### src/rtl/canny_pkg.sv
// Shared definitions for the Canny frame controller: FSM states, config addresses, width defaults.
package canny_pkg;

    localparam int unsigned DEF_W_THR = 10;
    localparam int unsigned DEF_W_CNT = 20;

    localparam logic [1:0] CFG_THR_LOW     = 2'd0;
    localparam logic [1:0] CFG_THR_HIGH    = 2'd1;
    localparam logic [1:0] CFG_BORDER_ROWS = 2'd2;
    localparam logic [1:0] CFG_BORDER_COLS = 2'd3;

    typedef enum logic [1:0] {
        StIdle,
        StActive,
        StCommit
    } frame_state_e;

endpackage

### src/rtl/canny_pos_cnt.sv
// Row/column position tracking within the active frame and the border-suppression mask.
module canny_pos_cnt
    import canny_pkg::*;
#(
    parameter int unsigned W_POS = 11
) (
    input  logic             clk,
    input  logic             rst_s,
    input  logic             clr,
    input  logic             active,
    input  logic             in_de,
    input  logic [W_POS-1:0] border_rows,
    input  logic [W_POS-1:0] border_cols,
    output logic             border_mask
);

    logic             de_q;
    logic [W_POS-1:0] row_q;
    logic [W_POS-1:0] col_q;
    logic [W_POS-1:0] row_cur;

    // The row number for the pixel on the bus: bumps on the first de cycle of a line,
    // so the mask already sees the new line on its first pixel.
    always_comb begin
        row_cur = row_q;
        if (active && in_de && !de_q && (row_q != '1)) begin
            row_cur = row_q + W_POS'(1);
        end
    end

    always_ff @(posedge clk or posedge rst_s) begin
        if (rst_s) begin
            de_q  <= 1'b0;
            row_q <= '0;
            col_q <= '0;
        end else begin
            de_q <= in_de;
            if (clr) begin
                row_q <= '0;
                col_q <= '0;
            end else begin
                if (active) begin
                    row_q <= row_cur;
                end
                if (!in_de) begin
                    col_q <= '0;
                end else if (col_q != '1) begin
                    col_q <= col_q + W_POS'(1);
                end
            end
        end
    end

    always_comb begin
        border_mask = active && in_de &&
                      (((border_rows != '0) && (row_cur <= border_rows)) ||
                       (col_q < border_cols));
    end

endmodule

### src/rtl/canny_frame_ctrl.sv
// Canny frame controller: shadowed threshold/border config committed at frame end, edge counting.
// Build macro CANNY_AUTO_THR_EN adds per-frame automatic adjustment of the high threshold.
module canny_frame_ctrl
    import canny_pkg::*;
#(
    parameter int unsigned W_THR           = DEF_W_THR,
    parameter int unsigned W_CNT           = DEF_W_CNT,
    parameter int unsigned W_POS           = 11,
    parameter int unsigned THR_LOW_RST     = 50,
    parameter int unsigned THR_HIGH_RST    = 100,
    parameter int unsigned BORDER_ROWS_RST = 5,
    parameter int unsigned BORDER_COLS_RST = 2
`ifdef CANNY_AUTO_THR_EN
    ,
    parameter int unsigned AUTO_STEP       = 4,
    parameter int unsigned AUTO_TGT_LO     = 2000,
    parameter int unsigned AUTO_TGT_HI     = 20000
`endif
) (
    input  logic             clk,
    input  logic             rst_s,
    input  logic             cfg_wr_valid,
    output logic             cfg_wr_ready,
    input  logic [1:0]       cfg_addr,
    input  logic [W_THR-1:0] cfg_wdata,
    input  logic             in_vs,
    input  logic             in_hs,
    input  logic             in_de,
    input  logic             edge_pix,
    output logic [W_THR-1:0] thr_low,
    output logic [W_THR-1:0] thr_high,
    output logic             border_mask,
    output logic [W_CNT-1:0] frame_edge_cnt,
    output logic             frame_done,
    output logic             cfg_err
);

    frame_state_e     state_q, state_d;
    logic             vs_q;
    logic             clr;
    logic             commit;
    logic             wr_fire;
    logic             active;
    logic             unused_hs;

    logic [W_THR-1:0] shd_low_q, shd_high_q;
    logic [W_THR-1:0] act_low_q, act_high_q;
    logic [W_THR-1:0] new_low, new_high;
    logic             new_err;
    logic [W_POS-1:0] shd_rows_q, shd_cols_q;
    logic [W_POS-1:0] act_rows_q, act_cols_q;
    logic [W_CNT-1:0] cnt_q, edge_cnt_q;
    logic             done_q, err_q;

`ifdef CANNY_AUTO_THR_EN
    localparam logic [W_THR-1:0] STEP      = W_THR'(AUTO_STEP);
    localparam logic [W_THR-1:0] THR_MAX   = '1;
    localparam logic [W_THR-1:0] FLOOR_LIM = W_THR'(2 * AUTO_STEP + 1);
    logic host_thr_wr_q;
`endif

    assign unused_hs    = in_hs;
    assign active       = (state_q == StActive);
    assign cfg_wr_ready = (state_q != StCommit);
    assign wr_fire      = cfg_wr_valid && cfg_wr_ready;

    always_ff @(posedge clk or posedge rst_s) begin
        if (rst_s) begin
            state_q <= StIdle;
            vs_q    <= 1'b1;
        end else begin
            state_q <= state_d;
            vs_q    <= in_vs;
        end
    end

    always_comb begin
        state_d = state_q;
        clr     = 1'b0;
        commit  = 1'b0;
        case (state_q)
            StIdle: begin
                if (in_vs && !vs_q) begin
                    state_d = StActive;
                    clr     = 1'b1;
                end
            end
            StActive: begin
                if (!in_vs && vs_q) begin
                    state_d = StCommit;
                end
            end
            StCommit: begin
                state_d = StIdle;
                commit  = 1'b1;
            end
            default: state_d = StIdle;
        endcase
    end

    // Threshold values to apply at commit; an inverted pair is rejected as a whole.
    always_comb begin
        new_low  = act_low_q;
        new_high = act_high_q;
        new_err  = 1'b1;
        if (shd_low_q < shd_high_q) begin
            new_low  = shd_low_q;
            new_high = shd_high_q;
            new_err  = 1'b0;
        end
`ifdef CANNY_AUTO_THR_EN
        if (!host_thr_wr_q) begin
            new_low  = act_low_q;
            new_high = act_high_q;
            new_err  = err_q;
            if (cnt_q > W_CNT'(AUTO_TGT_HI)) begin
                new_high = (act_high_q > THR_MAX - STEP) ? THR_MAX : act_high_q + STEP;
                new_low  = new_high >> 1;
            end else if (cnt_q < W_CNT'(AUTO_TGT_LO)) begin
                new_high = (act_high_q < FLOOR_LIM) ? STEP + W_THR'(1) : act_high_q - STEP;
                new_low  = new_high >> 1;
            end
        end
`endif
    end

    always_ff @(posedge clk or posedge rst_s) begin
        if (rst_s) begin
            shd_low_q  <= W_THR'(THR_LOW_RST);
            shd_high_q <= W_THR'(THR_HIGH_RST);
            shd_rows_q <= W_POS'(BORDER_ROWS_RST);
            shd_cols_q <= W_POS'(BORDER_COLS_RST);
            act_low_q  <= W_THR'(THR_LOW_RST);
            act_high_q <= W_THR'(THR_HIGH_RST);
            act_rows_q <= W_POS'(BORDER_ROWS_RST);
            act_cols_q <= W_POS'(BORDER_COLS_RST);
            edge_cnt_q <= '0;
            done_q     <= 1'b0;
            err_q      <= 1'b0;
`ifdef CANNY_AUTO_THR_EN
            host_thr_wr_q <= 1'b0;
`endif
        end else begin
            done_q <= commit;
            if (wr_fire) begin
                case (cfg_addr)
                    CFG_THR_LOW:     shd_low_q  <= cfg_wdata;
                    CFG_THR_HIGH:    shd_high_q <= cfg_wdata;
                    CFG_BORDER_ROWS: shd_rows_q <= W_POS'(cfg_wdata);
                    CFG_BORDER_COLS: shd_cols_q <= W_POS'(cfg_wdata);
                    default: ;
                endcase
`ifdef CANNY_AUTO_THR_EN
                if ((cfg_addr == CFG_THR_LOW) || (cfg_addr == CFG_THR_HIGH)) begin
                    host_thr_wr_q <= 1'b1;
                end
`endif
            end
            if (commit) begin
                act_low_q  <= new_low;
                act_high_q <= new_high;
                err_q      <= new_err;
                act_rows_q <= shd_rows_q;
                act_cols_q <= shd_cols_q;
                edge_cnt_q <= cnt_q;
`ifdef CANNY_AUTO_THR_EN
                shd_low_q     <= new_low;
                shd_high_q    <= new_high;
                host_thr_wr_q <= 1'b0;
`endif
            end
        end
    end

    always_ff @(posedge clk or posedge rst_s) begin
        if (rst_s) begin
            cnt_q <= '0;
        end else if (clr) begin
            cnt_q <= '0;
        end else if (active && in_de && edge_pix && !border_mask && (cnt_q != '1)) begin
            cnt_q <= cnt_q + W_CNT'(1);
        end
    end

    canny_pos_cnt #(
        .W_POS (W_POS)
    ) u_pos_cnt (
        .clk         (clk),
        .rst_s       (rst_s),
        .clr         (clr),
        .active      (active),
        .in_de       (in_de),
        .border_rows (act_rows_q),
        .border_cols (act_cols_q),
        .border_mask (border_mask)
    );

    assign thr_low        = act_low_q;
    assign thr_high       = act_high_q;
    assign frame_edge_cnt = edge_cnt_q;
    assign frame_done     = done_q;
    assign cfg_err        = err_q;

endmodule

### config.mk
export PLATFORM = sky130hd
export DESIGN_NAME = canny_frame_ctrl
export DESIGN_NICKNAME = d
export VERILOG_FILES = /design/src/rtl/canny_pkg.sv /design/src/rtl/canny_pos_cnt.sv /design/src/rtl/canny_frame_ctrl.sv
export SDC_FILE = /design/constraint.sdc
export NUM_CORES = 1
export LEC_CHECK = 0
export ABC_AREA = 1
export BUFFER_PORTS_ARGS = -buffer_cell sky130_fd_sc_hd__buf_2
export CAP_MARGIN = 20
export CORE_MARGIN = 2
export CORE_UTILIZATION = 60
export CTS_CLUSTER_DIAMETER = 120
export DETAILED_ROUTE_END_ITERATION = 12
export PLACE_DENSITY_LB_ADDON = 0.25
export SLEW_MARGIN = 20
export SYNTH_ARGS = -nofsm -noshare
export SYNTH_HDL_FRONTEND = slang
export SYNTH_SLANG_ARGS = --single-unit
### constraint.sdc
create_clock -name clk -period 6.5 [get_ports clk]
set_clock_uncertainty 0.1 [all_clocks]
set_input_delay 0.65 -clock clk [delete_from_list [all_inputs] [get_ports clk]]
set_output_delay 0.65 -clock clk [all_outputs]
set_load 0.02 [all_outputs]
==> qor.txt, run 1 <==
Starting Density: 0.607
CP Max Fanout: 12
Adder-cell share of the synthesized area: 0.0538
Max-cap violations: 0
Final setup margin: 1.82 ns
Pre-CTS setup slack: 2.12 ns
IO Pins: 63
Fin crit share: 0.720
Area of the die: 12900 sq um
CTS Buf Count: 17
Gpl congestion: 0.876
Top-area cell type share of the netlist area: 0.448
Compound-gate portion of the synthesized area: 0.104
Min Clock Period, post-route: 4.68 ns
Layout cell share with drive strength beyond 1: 0.147
Worst-path cell chain: ha_1, inv_1, nor2_1, nand4_1, or2_1, nand2_2, inv_2, nand3_1, xor2_1, inv_1, ha_1, nand2_1, nor2_1, nand2_1, nand2_1, nand2_1, nand2_1, nand2_1, nand2_1, nand2_1, a21boi_1, nor2_1, buf_2
VDD IR-drop max: 0.273 mV
Largest net degree at the start of global routing: 81
Warnings from Yosys: 0
CP max-delay cell: dfrtp_1
Worst path max stage delay: 0.44 ns
CTS tree: yes
Site row count: 40
Vias: 5920
FF-to-FF path depth: 25
Initial antenna violation count: 0
Die Span Y: 114 um
Clock-pin slew on the worst setup and hold paths: 0.06 ns
Crit. End Element: output port
Root buf cell: clkbuf_16
Critical path's top delay family: simple AND/OR/NAND/NOR gates
Static Leak: 4.08 nW
Area Growth Syn to Fin: 13.9%
Fin nets: 958
Most common cell in the netlist: nand2_1
Worst slew margin: 0.337
Post-Synth Simple-Gate Area: 0.224
Core area: 11900 sq um
Slew @ Worst Pin: 0.994 ns
Pins Over Slew Limit: 0
Most frequent CP cell: nand2_1
Detail Route Antenna Nets: 0
PwrDens: 407 nW/um^2
Xor-xnor portion of the synthesized cell area: 0.0243
Worst path arrival time: 3.93 ns
WP buf/inv: 4
Syn Area/Cell: 8.42 sq um
First drt pass iteration count: 6
CP required: 5.75 ns
Hold Crit Class: in -> async
Fin. Hold Viols: 0
Post-Synthesis Cell Area: 7200 sq um
H-tree levels: 4
Diodes inserted: 0
Avg WL per Cell: 15.4 um
Cts hold-fix bufs: 0
R2R Path Start: u_pos_cnt.row_q[0]
DP Area: 7610 sq um
Sequential fraction of the synthesis area: 0.517
DR vias/cell: 5.54
Worst R2R Setup Slack: 2.57 ns
Die X: 114 um
Area contributors post-synth: dfrtp_1 (45%), nand2_1 (12%), dfstp_2 (6.9%), o21ai_0 (6.7%), ha_1 (5.4%)
Total gr overflow: 0
Post-CTS Resized: 0
Clock sinks: 148
Post-synthesis cell count: 855
FMAX: 214 MHz
RSZ-0062 raised after global routing: no
Endpoints failing setup: 0
Clock Latency Late Sink: 0.43 ns
Worst setup SP type: flop
Final Power: 3.34 mW
Main synth FF type: dfrtp_1
Mapped Nets: 905
Setup Fix Bufs, Post-CTS: 0
Total GRT Usage: 0.279
Finished Cell Area: 8210 sq um
Number of synthesized register bits: 148
Post-synth top cells: nand2_1 (223), dfrtp_1 (129), inv_1 (103)
FF-to-FF End: cnt_q[17]
Vias in the first global route: 5965
Post-route DRC: 0
Multiplexer area fraction after synthesis: 0
Fraction of registers with async set or reset after synthesis: 1.00
Final WL: 16500 um
Run status: finished, final reports clean
Synth area leader: dfrtp_1
Post-synth EDFFs: 0
Critical setup path kind: reg -> out
Initial DRC Count: 517
DP HPWL: 10900 um
Global-route wire length before repair: 28400 um
Port Buffer Count: 61
Post-synth cell types: 41
Clock tree buffer depth: 2
Setup total negative slack: 0 ns
Largest family of logic cells by synthesized area: simple AND/OR/NAND/NOR gates
## stage by stage
step	instances	hold slack (ns)	util
after floorplan	855	0.342	-
after global placement	1036	0.354	0.641
after detailed placement	1036	0.363	0.641
after CTS	1068	0.228	0.691
after global routing	1068	0.222	0.692
final	1068	0.202	0.692
## placed cells by master, fill, tap and decap left out, types with 3 or more instances in the layout
master	count
buf_4	4
nand2_2	3
xnor2_1	3
a21oi_1	29
inv_1	102
buf_2	61
clkbuf_16	17
nand3_1	37
inv_6	3
xor2_1	17
nand4_1	15
nor2_4	3
nor4_1	4
nand2_1	223
o21ai_0	97
ha_1	31
dfstp_2	19
nor2_2	4
clkinv_4	3
nor2_1	66
dfrtp_1	129
nor3_1	14
clkbuf_8	3
## how the worst max path moves through the flow
stage	to	slack (ns)	cells after the start	startpoint
2_1_floorplan	act_cols_q[0]	1.80	1	rst_s
3_3_place_gp	border_mask	2.22	24	in_de
3_5_place_dp	border_mask	2.12	24	in_de
4_1_cts	border_mask	1.85	23	u_pos_cnt.row_q[0]
5_1_grt	border_mask	1.37	23	u_pos_cnt.row_q[0]
6_report	border_mask	1.82	23	u_pos_cnt.row_q[0]
## power by group
| group | switching, mW | total (mW) | internal (mW) | leakage (nW) |
|---|---|---|---|---|
| logic | 0.632 | 0.962 | 0.330 | 1.91 |
| registers | 0.180 | 1.39 | 1.21 | 1.89 |
| clock network | 0.391 | 0.989 | 0.598 | 0.291 |
## cell families (layout without fill, tap and decap cells)
| logic type | count (synthesis) | in the layout |
|---|---|---|
| AOI/OAI and AO/OA | 141 | 141 |
| DFF | 148 | 148 |
| and+or+nand+nor | 378 | 378 |
| xor gates and xnor gates | 20 | 20 |
| adders and majority gates | 31 | 31 |
| buffers and inverters | 137 | 203 |
## state kept, by name, summed over array words and instances, names as in the netlist
| name | flops |
|---|---|
| shd_low_q | 10 |
| thr_high | 10 |
| cfg_err | 1 |
| act_cols_q | 10 |
| u_pos_cnt.row_q | 11 |
| vs_q | 1 |
| shd_high_q | 10 |
| act_rows_q | 10 |
| thr_low | 10 |
| cnt_q | 20 |
| u_pos_cnt.de_q | 1 |
| u_pos_cnt.col_q | 11 |
| frame_edge_cnt | 20 |
| shd_rows_q | 10 |
| frame_done | 1 |
| shd_cols_q | 10 |
| state_q | 2 |
## metal layers
| layer | vias to the layer above | share of wire | GRT usage |
|---|---|---|---|
| li1 | 2843 | - | - |
| met1 | 2864 | 0.43 | 0.369 |
| met2 | 181 | 0.49 | 0.453 |
| met3 | 32 | 0.059 | 0.0765 |
| met4 | 0 | 0.018 | 0.0886 |
| met5 | - | 0 | 0 |
## final cells by class
cell class | count | area [sq um]
Fill cell | 901 | 3650
Tap cell | 147 | 184
Timing Repair Buffer | 65 | 335
Clock buffer | 22 | 474
Inverter | 106 | 417
Sequential cell | 148 | 3730
Clock inverter | 10 | 121
Multi-Input combinational cell | 570 | 2950
Note: power is estimated with default switching activity, not from simulation.
==> inputs of run 2 (changes only) <==
CORE_UTILIZATION = 54   (was 60)
clock period = 3.91 ns   (was 6.5 ns; I/O delays follow)
==> qor.txt, run 2 (synthesis results as in run 1) <==
Diodes inserted: 0 (unchanged)
Clock sinks: 148 (unchanged)
CTS tree: yes
Internal power: 3.67 mW (+72%)
Endpoints failing setup: 0 (unchanged)
Core area: 13100 sq um (+11%)
Max-cap violations: 0 (unchanged)
Combinational share of power: 0.296 (+0.008)
Run status: finished, final reports clean
Worst-path cell chain: ha_2, inv_2, nor2_2, nand4_1, or2_1, nand2_4, inv_8, nand3_4, xor2_2, inv_2, ha_4, nand2_1, nand2_1, a21oi_2, nand2_1, nand2_1, nand2_1, nand2_1, nand2_1, nand2_2, a21boi_2, nor2_2, buf_6
Port Buffer Count: 61 (unchanged)
Avg WL per Cell: 14.1 um (-8.7%)
Switch Pwr: 1.98 mW (+65%)
Vias in the first global route: 5427 (-9.0%)
Min Clock Period, post-route: 3.76 ns
Setup crit start: u_pos_cnt.row_q[1]
CP required: 3.42 ns (-2.33 ns)
Final WL: 15800 um (-4.4%)
Commonest cells after routing, fill and taps aside: nand2_1 (220), dfrtp_1 (127), inv_1 (97), o21ai_0 (92), nor2_1 (62)
Detail Route Antenna Nets: 0 (unchanged)
Site row count: 42 (+5.0%)
RSZ-0062 raised after global routing: yes
First drt pass iteration count: 5 (-1)
Clock Power Share: 0.297 (about the same)
FMAX: 266 MHz
Root buf cell: clkbuf_16
Initial antenna violation count: 0 (unchanged)
Post-route DRC: 0 (unchanged)
Fin util: 0.653 (-0.0391)
IO Pins: 63 (unchanged)
CP Max Fanout: 5 (-7)
Largest net degree at the start of global routing: 64 (-21%)
Slew @ Worst Pin: 0.941 ns (-0.0529 ns)
Total GRT Usage: 0.232 (-0.0469)
Hold Crit Class: in -> reg
H-tree levels: 4 (unchanged)
Fin crit share: 0.961
Area of the die: 14300 sq um (+11%)
Initial DRC Count: 417 (-19%)
Area Growth Syn to Fin: 19.1%
Worst setup SP type: flop
Switch share: 0.351 (-0.00903)
DP HPWL: 10500 um (-3.7%)
Most common cell after layout, fill and taps aside: nand2_1
Fin. Hold Viols: 0 (unchanged)
Most frequent CP cell: nand2_1
Vias: 5809 (-1.9%)
VDD IR-drop max: 0.411 mV (+51%)
Total gr overflow: 0 (unchanged)
Starting Density: 0.548 (-0.0590)
Hold Path Origin: in_de
Global-route wire length before repair: 26400 um (-7.1%)
Worst slew margin: 0.371 (+0.0346)
Die X: 119 um (+5.2%)
Seq pwr share: 0.406 (-0.011)
Critical setup path kind: reg -> out
Clock tree buffer depth: 2 (unchanged)
Clock Latency Late Sink: 0.42 ns (about the same)
Die Span Y: 119 um (+5.2%)
Static Leak: 4.22 nW (+3.3%)
WP buf/inv: 4 (unchanged)
Gpl congestion: 0.902 (+3.1%)
CTS Buf Count: 17 (unchanged)
PwrDens: 660 nW/um^2 (+62%)
R2R Path Start: u_pos_cnt.row_q[1]
Worst path arrival time: 3.27 ns (-0.66 ns)
Layout cell share with drive strength beyond 1: 0.191 (+0.0445)
DR vias/cell: 5.20 (-6.3%)
Crit. End Element: output port
Worst path max stage delay: 0.36 ns (-0.08 ns)
Fin nets: 979 (+2.2%)
Clock-pin slew on the worst setup and hold paths: 0.06 ns (about the same)
CP max-delay cell: dfrtp_1
Pins Over Slew Limit: 0 (unchanged)
Critical path's top delay family: simple AND/OR/NAND/NOR gates
Setup total negative slack: 0 ns (unchanged)
[run 2: worst reg2reg max path, cell delays in order, from the launching register on]
cell     delay (ns)
dfrtp_1        0.36
ha_2           0.20
inv_2          0.04
nor2_2         0.08
nand4_1        0.13
or2_1          0.29
nand2_4        0.14
inv_8          0.06
nand3_4        0.06
xor2_2         0.18
inv_2          0.07
ha_4           0.28
nand2_4        0.05
nor2_4         0.08
nand2_1        0.05
nand2_1        0.05
nand2_1        0.05
nand2_1        0.06
nand2_1        0.05
nand2_1        0.07
nand2_2        0.09
nand2_2        0.08
nand4_4        0.20
nand2_4        0.27
nand2_1        0.09
nand2_1        0.08
[run 2: power groups by stage]
| stage | combinational [mW] | clock, mW | sequential, mW |
|---|---|---|---|
| floorplan | 0.901 | 0 | 2.49 |
| global placement | 1.52 | 0 | 2.30 |
| detailed placement | 1.56 | 0 | 2.32 |
| CTS | 1.60 | 1.69 | 2.29 |
| global route | 1.92 | 1.77 | 2.36 |
| finish | 1.68 | 1.68 | 2.30 |
[run 2: layout make-up]
type | instances | area (sq um)
clock buffer | 20 | 457
inverter | 106 | 423
tap | 176 | 220
timing repair inverter | 1 | 6.26
multi-input combinational | 570 | 3050
sequential | 148 | 3730
clock inverter | 12 | 154
fill | 1092 | 4560
timing repair buffer | 85 | 532
[run 2: path summary, 6_finish.rpt]
path                                       to  slack, ns  cells past startpoint
max                               border_mask       0.15                     23
min                            u_pos_cnt.de_q       0.03                      1
max reg2reg                         cnt_q[17]       0.56                     25
min reg2reg                frame_edge_cnt[15]       0.37                      2
max in group asynchronous       act_cols_q[1]       2.78                      3
min in group asynchronous          thr_low[6]       0.07                      2
[run 2: per-layer routing]
metal	vias up	wire length, um	track usage
met5	-	0	0
li1	2897	-	-
met3	9	697	0.0523
met1	2783	7540	0.334
met2	120	7390	0.361
met4	0	135	0.0574
[run 2: through the flow]
| step | hold WS, ns | instance area (sq um) | std cells | power (mW) | setup WS [ns] |
|---|---|---|---|---|---|
| finish | 0.0271 | 8580 | 1118 | 5.66 | 0.154 |
| global route | 0.0183 | 8580 | 1118 | 6.05 | -0.0987 |
| CTS | 0.00775 | 8410 | 1110 | 5.58 | 0.00422 |
| detailed placement | 0.357 | 7730 | 1071 | 3.88 | 0.266 |
| global placement | 0.351 | 7730 | 1071 | 3.83 | 0.288 |
| floorplan | 0.295 | 7210 | 855 | 3.40 | 0.506 |
[run 2: repair_timing]
action                     4_1_cts  5_1_grt
pin swaps                        3       19
hold buffers                     1        0
cloned                           0        1
resized for setup                6       33
setup buffers                    6        7
hold endpoints to repair         1        0
setup endpoints to repair        1        1
==> inputs of run 3 (changes only) <==
BUFFER_PORTS_ARGS = -buffer_cell sky130_fd_sc_hd__clkbuf_2   (was -buffer_cell sky130_fd_sc_hd__buf_2)
CORE_ASPECT_RATIO = 1.25   (was unset)
==> qor.txt, run 3 (synthesis results as in run 1) <==
Global-route wire length before repair: 27300 um (+3.4%)
Pre-CTS setup slack: 0.240 ns (-0.0264 ns)
Critical setup path kind: reg -> out
Total gr overflow: 0 (unchanged)
Die X: 107 um (-10%)
PwrDens: 658 nW/um^2 (-0.26%)
Switch share: 0.369 (+0.0181)
Crit. End Element: output port
CTS tree: yes
Clock Latency Late Sink: 0.42 ns (about the same)
CTS Buf Count: 17 (unchanged)
Largest net degree at the start of global routing: 86 (+34%)
CP Max Fanout: 9 (+4)
Initial DRC Count: 314 (-25%)
Clock tree buffer depth: 2 (unchanged)
Core area: 13100 sq um (-0.18%)
Initial antenna violation count: 0 (unchanged)
Root buf cell: clkbuf_16
Vias: 5843 (+0.59%)
Final WL: 16500 um (+4.7%)
Diodes inserted: 0 (unchanged)
Clock sinks: 148 (unchanged)
Pins Over Slew Limit: 0 (unchanged)
VDD IR-drop max: 0.334 mV (-19%)
Placed cells: 1066 (-0.47%)
Worst setup SP type: flop
Fin. Hold Viols: 0 (unchanged)
Non-Filler Instances: 1118 (unchanged)
Worst R2R Setup Slack: 0.58 ns (+0.02 ns)
Die Span Y: 133 um (+11%)
First drt pass iteration count: 5 (unchanged)
DR vias/cell: 5.23 (+0.59%)
Detail Route Antenna Nets: 0 (unchanged)
Run status: finished, final reports clean
Total GRT Usage: 0.244 (+0.0116)
Combinational share of power: 0.297 (about the same)
Layout cell share with drive strength beyond 1: 0.188 (-0.00312)
Seq pwr share: 0.411 (+0.005)
H-tree levels: 4 (unchanged)
Gpl congestion: 0.897 (-0.62%)
Endpoints failing setup: 0 (unchanged)
Max-cap violations: 0 (unchanged)
Internal power: 3.55 mW (-3.4%)
WHS: 0.0489 ns (+0.0218 ns)
IO Pins: 63 (unchanged)
Min Clock Period, post-route: 3.73 ns (-0.0225 ns)
DP HPWL: 11300 um (+7.6%)
Area of the die: 14300 sq um (about the same)
Post-route DRC: 0 (unchanged)
Vias in the first global route: 5706 (+5.1%)
Worst path arrival time: 3.24 ns (-0.03 ns)
Avg WL per Cell: 14.8 um (+4.7%)
Site row count: 47 (+12%)
Hold Crit Class: in -> reg
Final setup margin: 0.176 ns (+0.0225 ns)
Commonest cells after routing, fill and taps aside: nand2_1 (220), dfrtp_1 (128), inv_1 (100), o21ai_0 (94), nor2_1 (63)
Slew @ Worst Pin: 0.809 ns (-0.132 ns)
Setup total negative slack: 0 ns (unchanged)
Fin crit share: 0.955 (-0.00576)
CP required: 3.42 ns (about the same)
Clock Power Share: 0.291 (-0.006)
Starting Density: 0.549 (+0.000994)
Static Leak: 4.19 nW (-0.56%)
Switch Pwr: 2.07 mW (+4.4%)
Most common cell after layout, fill and taps aside: nand2_1
Port Buffer Count: 61 (unchanged)
Area Growth Syn to Fin: 18.6%
Fin nets: 984 (+0.51%)
Worst slew margin: 0.460 (+0.0885)
Clock-pin slew on the worst setup and hold paths: 0.06 ns (about the same)
FMAX: 268 MHz (+0.60%)
Fin util: 0.651 (-0.00149)
==> run 3: cell count changes in the layout (fill, tap and decap cells not counted), sizes merged <==
cell / change
inv: +7
bufinv: -2
dlygate4sd3: +1
clkbuf: +58
buf: -55
clkinv: -4
==> run 3: area by class of cell <==
cell class | instances | area (sq um)
Inverter | 106 | 420
Timing Repair Buffer | 91 | 554
Fill cell | 1095 | 4570
Sequential cell | 148 | 3730
Multi-Input combinational cell | 570 | 3030
Tap cell | 171 | 214
Clock buffer | 18 | 439
Clock inverter | 14 | 156
==> run 3: path summary, 6_finish.rpt <==
check,startpoint,endpoint,cells after the start
max,state_q[1],border_mask,24
max in group asynchronous,rst_s,frame_edge_cnt[12],4
min reg2reg,frame_edge_cnt[10],frame_edge_cnt[10],2
max reg2reg,state_q[1],cnt_q[1],26
min in group asynchronous,rst_s,shd_rows_q[6],3
min,in_de,u_pos_cnt.de_q,1
==> run 3: power by group through the flow <==
stage               clock, mW  sequential, mW  combinational (mW)
finish                   1.64            2.31                1.67
global route             1.73            2.37                1.90
CTS                      1.66            2.31                1.63
detailed placement          0            2.34                1.58
global placement            0            2.33                1.52
floorplan                   0            2.49               0.901
==> run 3: timing repair <==
action / CTS / global route
gates cloned: 0 / 0
buffers inserted: 12 / 6
endpoints found under the hold margin: 8 / 0
hold buffers: 2 / 0
setup endpoints to repair: 1 / 1
pin swaps: 5 / 9
gates resized for setup: 5 / 21
==> run 3: through the flow <==
stage               instance area [sq um]  power [mW]
finish                               8540        5.62
global placement                     7700        3.86
detailed placement                   7700        3.92
CTS                                  8410        5.60
global route                         8540        6.00
floorplan                            7210        3.40
==> run 3: layer usage <==
metal / vias up / track usage / part of all wire
met3: 29 / 0.0426 / 0.031
li1: 2911 / - / -
met5: - / 0 / 0
met2: 113 / 0.418 / 0.52
met1: 2790 / 0.307 / 0.42
met4: 0 / 0.0931 / 0.024
==> run 3: critical path, cell delays in order, from the launching register on <==
cell and delay (ns):
dfrtp_1 0.40, inv_2 0.09, nand2_2 0.08, nor2_4 0.12
inv_2 0.05, or2_1 0.24, inv_2 0.08, nand2_4 0.07
inv_6 0.09, nand3_2 0.09, xor2_2 0.18, inv_1 0.09
ha_4 0.29, nand2_2 0.06, nor2_2 0.13, nand2_1 0.06
nand2_1 0.05, nand2_1 0.05, nand2_1 0.06, nand2_1 0.05
nand2_1 0.07, nand2_2 0.06, a21boi_2 0.17, nor2_2 0.07
buf_6 0.13
